$ cat src/rtl/prog_mod_counter_pkg.sv
// Shared types and constants for the programmable modulo counter.
package prog_mod_counter_pkg;

    typedef enum logic {IDLE, RUN} state_e;

    localparam logic DIR_UP = 1'b0;
    localparam logic DIR_DN = 1'b1;

endpackage

$ cat src/rtl/prog_mod_counter_if.sv
// Control/status bundle of prog_mod_counter; the counter takes the slave side.
interface prog_mod_counter_if #(
    parameter int unsigned W = 16
) ();

    logic         en;
    logic         clr;
    logic [W-1:0] mod_i;
    logic         mod_wr;
    logic         dir;
    logic         oneshot;
    logic         start;
    logic [W-1:0] cnt_o;
    logic         co;
    logic         busy;

    modport master (
        output en, clr, mod_i, mod_wr, dir, oneshot, start,
        input  cnt_o, co, busy
    );

    modport slave (
        input  en, clr, mod_i, mod_wr, dir, oneshot, start,
        output cnt_o, co, busy
    );

endinterface

$ cat src/rtl/prog_mod_counter.sv
// Programmable modulo counter: shadowed modulus, up/down, free-run or one-shot, combinational co.
// Define PROG_MOD_COUNTER_WRAP_CNT_EN to add the wrap_cnt output (WC_W bits).
module prog_mod_counter
    import prog_mod_counter_pkg::*;
#(
    parameter int unsigned W       = 16,
    parameter int unsigned DEF_MOD = 64
`ifdef PROG_MOD_COUNTER_WRAP_CNT_EN
    ,
    parameter int unsigned WC_W    = 8
`endif
) (
    input  logic                   clk,
    input  logic                   rst_n,
    prog_mod_counter_if.slave      bus
`ifdef PROG_MOD_COUNTER_WRAP_CNT_EN
    ,
    output logic [WC_W-1:0]        wrap_cnt
`endif
);

    localparam logic [W-1:0] DefMod = W'(DEF_MOD);

    logic [W-1:0] cnt_q, cnt_d;
    logic [W-1:0] mod_act_q, mod_act_d;
    logic [W-1:0] mod_sh_q, mod_sh_d;
    logic         pend_q, pend_d;
    state_e       state_q, state_d;

    logic         active;
    logic         terminal;
    logic         wrap;
    logic         apply_sh;
    logic [W-1:0] mod_next;
    logic [W-1:0] start_val;

    // A pending shadow lands on a wrap, a clear, or any edge while not counting.
    always_comb begin
        active    = (state_q == RUN) | ~bus.oneshot;
        terminal  = (bus.dir == DIR_DN) ? (cnt_q == '0) : (cnt_q == (mod_act_q - W'(1)));
        wrap      = bus.en & active & terminal;
        apply_sh  = pend_q & (bus.clr | wrap | ~active);
        mod_next  = apply_sh ? mod_sh_q : mod_act_q;
        start_val = (bus.dir == DIR_DN) ? (mod_next - W'(1)) : '0;
    end

    always_comb begin
        cnt_d     = cnt_q;
        mod_act_d = mod_next;
        mod_sh_d  = mod_sh_q;
        pend_d    = pend_q & ~apply_sh;

        // A write coinciding with an apply stays pending for the next one.
        if (bus.mod_wr && (bus.mod_i != '0)) begin
            mod_sh_d = bus.mod_i;
            pend_d   = 1'b1;
        end

        if (bus.clr) begin
            cnt_d = start_val;
        end else if (active && bus.en) begin
            if (wrap) begin
                cnt_d = start_val;
            end else if (bus.dir == DIR_DN) begin
                cnt_d = cnt_q - W'(1);
            end else begin
                cnt_d = cnt_q + W'(1);
            end
        end else if (apply_sh) begin
            cnt_d = start_val;
        end
    end

    // Free-running is treated as RUN so that raising oneshot finishes the current pass.
    always_comb begin
        state_d = state_q;
        unique case (state_q)
            IDLE: begin
                if (!bus.oneshot || bus.start) begin
                    state_d = RUN;
                end
            end
            RUN: begin
                if (bus.oneshot && wrap) begin
                    state_d = IDLE;
                end
            end
            default: state_d = IDLE;
        endcase
        if (bus.clr) begin
            state_d = IDLE;
        end
    end

    always_ff @(posedge clk) begin
        if (!rst_n) begin
            cnt_q     <= '0;
            mod_act_q <= DefMod;
            mod_sh_q  <= DefMod;
            pend_q    <= 1'b0;
            state_q   <= IDLE;
        end else begin
            cnt_q     <= cnt_d;
            mod_act_q <= mod_act_d;
            mod_sh_q  <= mod_sh_d;
            pend_q    <= pend_d;
            state_q   <= state_d;
        end
    end

    assign bus.cnt_o = cnt_q;
    assign bus.co    = wrap;
    assign bus.busy  = active;

`ifdef PROG_MOD_COUNTER_WRAP_CNT_EN
    logic [WC_W-1:0] wrap_cnt_q;

    always_ff @(posedge clk) begin
        if (!rst_n || bus.clr) begin
            wrap_cnt_q <= '0;
        end else if (wrap) begin
            wrap_cnt_q <= wrap_cnt_q + WC_W'(1);
        end
    end

    assign wrap_cnt = wrap_cnt_q;
`endif

endmodule

$ cat src/flat_wrapper.sv
// flat-port wrapper written by rule: the top's interface ports become plain ports
module prog_mod_counter_flat import prog_mod_counter_pkg::*;
#(
    parameter int unsigned W       = 16,
    parameter int unsigned DEF_MOD = 64

)
  (clk, rst_n, bus_en, bus_clr, bus_mod_i, bus_mod_wr, bus_dir, bus_oneshot, bus_start, bus_cnt_o, bus_co, bus_busy);
  prog_mod_counter_if #(.W(W)) bus_i ();
  input  logic clk;
  input  logic rst_n;
  input wire logic [$bits(bus_i.en)-1:0] bus_en;
  input wire logic [$bits(bus_i.clr)-1:0] bus_clr;
  input wire logic [$bits(bus_i.mod_i)-1:0] bus_mod_i;
  input wire logic [$bits(bus_i.mod_wr)-1:0] bus_mod_wr;
  input wire logic [$bits(bus_i.dir)-1:0] bus_dir;
  input wire logic [$bits(bus_i.oneshot)-1:0] bus_oneshot;
  input wire logic [$bits(bus_i.start)-1:0] bus_start;
  output wire logic [$bits(bus_i.cnt_o)-1:0] bus_cnt_o;
  output wire logic [$bits(bus_i.co)-1:0] bus_co;
  output wire logic [$bits(bus_i.busy)-1:0] bus_busy;
  assign bus_i.en = bus_en;
  assign bus_i.clr = bus_clr;
  assign bus_i.mod_i = bus_mod_i;
  assign bus_i.mod_wr = bus_mod_wr;
  assign bus_i.dir = bus_dir;
  assign bus_i.oneshot = bus_oneshot;
  assign bus_i.start = bus_start;
  assign bus_cnt_o = bus_i.cnt_o;
  assign bus_co = bus_i.co;
  assign bus_busy = bus_i.busy;
  prog_mod_counter #(.W(W), .DEF_MOD(DEF_MOD)) u_core (.clk(clk), .rst_n(rst_n), .bus(bus_i));
endmodule
$ cat config.mk
export PLATFORM = sky130hd
export DESIGN_NAME = prog_mod_counter_flat
export DESIGN_NICKNAME = d
export VERILOG_FILES = /design/src/rtl/prog_mod_counter_pkg.sv /design/src/rtl/prog_mod_counter_if.sv /design/src/rtl/prog_mod_counter.sv /design/src/flat_wrapper.sv
export SDC_FILE = /design/constraint.sdc
export NUM_CORES = 1
export LEC_CHECK = 0
export ABC_AREA = 1
export CORE_ASPECT_RATIO = 0.8
export CORE_MARGIN = 8
export CORE_UTILIZATION = 25
export DETAILED_ROUTE_END_ITERATION = 7
export PLACE_DENSITY_LB_ADDON = 0.2
export SKIP_LAST_GASP = 1
export SLEW_MARGIN = 20
export SYNTH_ARGS = -nofsm -noshare
export SYNTH_HDL_FRONTEND = slang
export SYNTH_SLANG_ARGS = --single-unit
$ cat constraint.sdc
create_clock -name clk -period 4.4 [get_ports clk]
set_input_delay 0.66 -clock clk [delete_from_list [all_inputs] [get_ports clk]]
set_output_delay 0.66 -clock clk [all_outputs]
set_load 0.02 [all_outputs]
# After elaboration in Yosys (flattened, before gate mapping)
# Cells that the tools add are included.
# W data, S select, Z words.
[classes]
n_mux = 12
n_lt_le_gt_ge = 0
reduce_logical = 9
add_sub_neg = 4
n_eq_ne = 1
bitwise = 12
mul = 0
n_shift = 0
n_div = 0
[ops]
columns = ["op", "count"]
rows = [
  ["$mux W16", 7],
  ["$sub A16 B1 Y16 const B", 3],
  ["$add A16 B1 Y16 const B", 1],
  ["$eq A16 B16 Y1", 1],
  ["$logic_not A16 Y1", 1],
  ["$reduce_bool A16 Y1", 1],
  ["$not A1 Y1", 5],
  ["$and A1 B1 Y1", 4],
  ["$mux W1", 4],
  ["$logic_and A1 B1 Y1", 3],
  ["$or A1 B1 Y1", 3],
  ["$reduce_bool A3 Y1", 1],
  ["$pmux W1 S2", 1],
  ["$reduce_or A2 Y1", 1],
  ["$logic_not A1 Y1", 1],
  ["$logic_or A1 B1 Y1", 1],
]
[word_totals]
mem_count = 0
regBits = 50
mem_bits_ro = 0
out_inout_bits = 18
in_bits = 24
mem_bits_rw = 0
latch_bits = 0

# Longest topological paths before layout
[depth]
depth_word = 13
ltp_mapped = 27
depth_no_buf = 26

# Worst setup path after synthesis
# No wires, ideal clock.
[synth_path]
path_kind = "register -> register"
start = "register u_core.mod_act_q[0]"
end = "register u_core.cnt_q[12], in the netlist u_core.bus.cnt_o[12]"
setup_time_ns = 0.120
slack_ns = 1.698
stages_incl_launch_ff = 26
required_time_ns = 4.280
synth_period_minus_slack_ns = 2.702
t_arrival_ns = 2.582
cell_sequence = "dfxtp_1 > inv_2 > ha_1 > nand3_2 > nor2_4 > nand2_1 > nand2_1 > nand2_1 > nand2_1 > inv_1 > nand2_1 > nor2_1 > nand2_1 > nand2_1 > nand2_2 > nand2_4 > nand2_4 > nand2_1 > nand2_1 > ha_1 > nand3_4 > nor2_1 > and2_1 > nand3_1 > nand3_1 > a21oi_1"
[synth_via]
elab_chain_len = 13
word_cells_on_any_way = 15
[synth_rtl]
columns = ["element", "line", "rtl"]
rows = [
  ["start: declaration", "prog_mod_counter.sv:25", "logic [W-1:0] mod_act_q, mod_act_d;"],
  ["start signal: assignment", "prog_mod_counter.sv:98", "mod_act_q <= DefMod;"],
  ["start signal: assignment", "prog_mod_counter.sv:104", "mod_act_q <= mod_act_d;"],
  ["$sub A16 B1 Y16", "prog_mod_counter.sv:40", "terminal = (bus.dir == DIR_DN) ? (cnt_q == '0) : (cnt_q == (mod_act_q - W'(1)));"],
  ["$eq A16 B16 Y1", "prog_mod_counter.sv:40", ""],
  ["$mux W1", "prog_mod_counter.sv:40", ""],
  ["$and A1 B1 Y1", "prog_mod_counter.sv:41", "wrap = bus.en & active & terminal;"],
  ["$or A1 B1 Y1 (2 in a row)", "prog_mod_counter.sv:42", "apply_sh = pend_q & (bus.clr | wrap | ~active);"],
  ["$and A1 B1 Y1", "prog_mod_counter.sv:42", ""],
  ["$mux W16", "prog_mod_counter.sv:43", "mod_next = apply_sh ? mod_sh_q : mod_act_q;"],
  ["$sub A16 B1 Y16", "prog_mod_counter.sv:44", "start_val = (bus.dir == DIR_DN) ? (mod_next - W'(1)) : '0;"],
  ["$mux W16", "prog_mod_counter.sv:44", ""],
  ["$mux W16, on equally long branches", "prog_mod_counter.sv:69, prog_mod_counter.sv:62", ""],
  ["$mux W16", "prog_mod_counter.sv:61", "end else if (active && bus.en) begin"],
  ["$mux W16", "prog_mod_counter.sv:59", "if (bus.clr) begin"],
  ["end signal: assignment", "prog_mod_counter.sv:103", "cnt_q <= cnt_d;"],
  ["end: declaration", "prog_mod_counter.sv:24", "logic [W-1:0] cnt_q, cnt_d;"],
]
# Several ways; a longest one is shown, not always the timed one. The select of a mux whose other input is x is not followed.
# A chain may end at the register's enable or synchronous reset.

# Worst setup path after layout
[layout_path]
start = "register u_core.mod_act_q[0]"
end = "register u_core.cnt_q[8], in the netlist u_core.bus.cnt_o[8]"
# Same word-level chain as after synthesis.

==> impl_results.md <==
* Net Sw Frac at 36.6%
* Synth async-reset ratio at 0%
* Synthesized Nets at 659
* CTS sink count at 50
* Int Power at 960 uW
* Critical Path Start: u_core.mod_act_q[0]
* Starting Density at 25.2%
* Post-Syn Instances at around 620
* Clock latency on the worst-skew pair at 0.30 ns
* Drt wl/cell at 13.8 um
* Routed vias at roughly 4000
* CP Max Fanout at 28
* First-pass GRT wire length at 20.1 mm
* RR Endpoint: u_core.bus.cnt_o[8]
* Dpl hpwl at around 9.6 mm
* Hold path cells at 2
* Cts bufs inserted at 5
* # setup viols final at 0
* Residual DRC count at 0
* Power Total at 1.51 mW
* Initial antenna violation count at 0
* Post-CTS resize count at 0
* Avg Cell Area, Syn at around 6.3 sq um
* CP endpoint kind: register
* Most common cell after layout, fill and taps aside: nand2_1
* F_max at 284 MHz
* Site row count at 41
* Post-CTS setup buffers at 0
* Top FF cell, synth: dfxtp_1
* Die Width at 156 um
* CP startpoint kind: register
* Max Cap Viol at 0
* Reg2Reg Setup Slack at approximately 0.87 ns
* Final Hold Fails at 0
* # diodes at 0
* HP Class: reg2reg
* Register-to-Register Path Depth at 24
* Vias/cell at 4.62
* Status: complete, no violations
* Slew Limit Fails at 0
* Area grow syn2layout at 19.8%
* RePlAce Congestion at 0.891
* Final TNS setup at 0 ns
* Relative slew slack at 41.3%
* Cell Area, Synth at between 3000 and 4000 sq um
* Seq/Total Area, Yosys at 25.6%
* Post-route minimum period at ~3.5 ns
* Synth area leader: dfxtp_1
* Pwr Density at 323 nW/um^2
* Worst vdd rail ir drop at 147 uV
* Die area at 19900 sq um
* DRT iter0 DRCs at 200
* Hold Startpoint: u_core.mod_sh_q[1]
* TritonRoute pass-1 iters at 4
* Clk root buf: clkbuf_16
* Skew final at a little over 0.008 ns
* LEAKAGE at 2.12 nW
* I/O pins at 42
* Commonest non-fill, non-tap cells in the layout: nand2_1, nor2_1, nand3_1, inv_1, dfxtp_1
* Total congestion overflow at 0
* Synth top area cells: dfxtp_1, nand2_1, nand3_1
* CTS tree: done
* Yosys reg bits at 50
* Clock-pin slew on the worst setup and hold paths at about 0.070 ns
* Crit Path Category: reg2reg
* RSZ-0062 raised after global routing: no
* H-tree levels at 2
* Core Box Area at 15500 sq um
* Routed WL at 12.0 mm
* Worst hold slack at 0.464 ns
* Total Routing Usage GR at 12.4%
* Share of cells above drive strength 1 at 7.67%
* Vias in the first global route at between 4000 and 5000
* Share of total power in the clock network at a little under a third
* Req. time, crit path at 4.63 ns
* Arr. time, crit path at 3.76 ns
* Distinct cells, synth at 36
* Reg power frac at roughly 36%
* Hold-fix buffers at CTS at 0
* Yosys warns at 0
* Bufs on Longest Clock Path at 2
* Antenna Violating Nets Remaining at 0
* Synth top area share at 25.6%
* Switch Pwr at 553 uW
* Worst slew pin tran at 0.879 ns
* Combinational Power Share at approximately 34%
* Reg-to-reg critical path startpoint: u_core.mod_act_q[0]
* Port Buf Inserts at 41
* Final net count at a little under 700
* WHS Endpoint: u_core.mod_sh_q[1]
* Post-synth EDFFs at 0
* Largest net degree at the start of global routing at 33
* Final Cycle Share at approximately four fifths
* Die Height at about 130 um
* Fillers at 1707
==> state kept, by name, indices dropped and copies added (netlist names) <==
| name | count |
|---|---|
| u_core.state_q | 1 |
| u_core.mod_sh_q | 16 |
| u_core.mod_act_q | 16 |
| u_core.bus.cnt_o | 16 |
| u_core.pend_q | 1 |
==> cell usage after synthesis, types with 10 or more instances <==
cell and n:
nand3_1 60, a21oi_1 29, dfxtp_1 50, inv_1 57, o21ai_0 45, xnor2_1 15
xor2_1 12, nand2_1 160, clkbuf_1 10, nand3b_1 11, nand2_2 16, ha_1 16
nor2_1 74
==> power groups by stage <==
stage | clock network (mW) | registers, mW | logic [mW]
after global placement | 0 | 0.551 | 0.515
after detailed placement | 0 | 0.551 | 0.519
after CTS | 0.466 | 0.541 | 0.521
after floorplan | 0 | 0.549 | 0.362
after global routing | 0.486 | 0.547 | 0.587
final | 0.454 | 0.540 | 0.520
==> logic make-up after synthesis <==
family / share of synthesized area (%)
AOI/OAI and AO/OA: 12.0
xor gates and xnor gates: 6.05
adders and majority gates: 5.63
buffers and inverters: 8.51
DFF: 25.6
and+or+nand+nor: 42.2
==> how the worst max path moves through the flow <==
stage | endpoint | slack (ns) | depth (start not counted)
after floorplan | u_core.bus.cnt_o[12] | 1.70 | 25
after global placement | u_core.bus.cnt_o[14] | 0.81 | 19
after detailed placement | u_core.bus.cnt_o[12] | 0.66 | 16
after CTS | u_core.bus.cnt_o[8] | 0.85 | 24
after global routing | u_core.bus.cnt_o[12] | 0.37 | 24
final | u_core.bus.cnt_o[8] | 0.87 | 24
==> cell type report <==
| class | instances | area [sq um] | share of cell area [%] |
|---|---|---|---|
| flip-flops and latches | 50 | 1000 | 21.4 |
| inverters | 63 | 236 | 5.05 |
| multi-input cells | 487 | 2580 | 55.0 |
| clock inverters | 3 | 45.0 | 0.961 |
| well taps | 215 | 269 | 5.74 |
| repair buffers | 44 | 433 | 9.24 |
| clock buffers | 5 | 125 | 2.67 |
==> worst max-delay path, stage by stage, from the launching register on <==
cell and delay (ns):
dfxtp_1 0.34, inv_2 0.08, ha_1 0.22, nand3_2 0.13
nor2_4 0.21, nand2_1 0.07, nand2_1 0.06, nand2_1 0.06
nor2_1 0.10, nand2_1 0.06, nor2_1 0.15, nand2_1 0.07
nand2_1 0.07, nand2_2 0.11, nand2_4 0.24, nand2_4 0.24
nand2_1 0.14, nand2_1 0.14, ha_1 0.29, nand3_4 0.13
nor2_1 0.08, and2_1 0.17, nand2_1 0.06, nand3_1 0.08
a21oi_1 0.13
==> stage by stage <==
step / utilization [%] / instances / worst slack, ns / area, sq um
global route: 30.1 / 867 / 0.374 / 4690
finish: 30.1 / 867 / 0.874 / 4690
global placement: 29.1 / 859 / 0.810 / 4520
detailed placement: 29.1 / 859 / 0.658 / 4520
floorplan: - / 618 / 1.70 / 3910
CTS: 30.1 / 867 / 0.851 / 4690
==> routing by layer <==
metal	routed length (um)	track usage (%)
met1	5700	15.6
met2	5640	21.8
met3	512	2.26
met5	0	0
met4	146	2.73
Power figures use the tool's default switching activity.
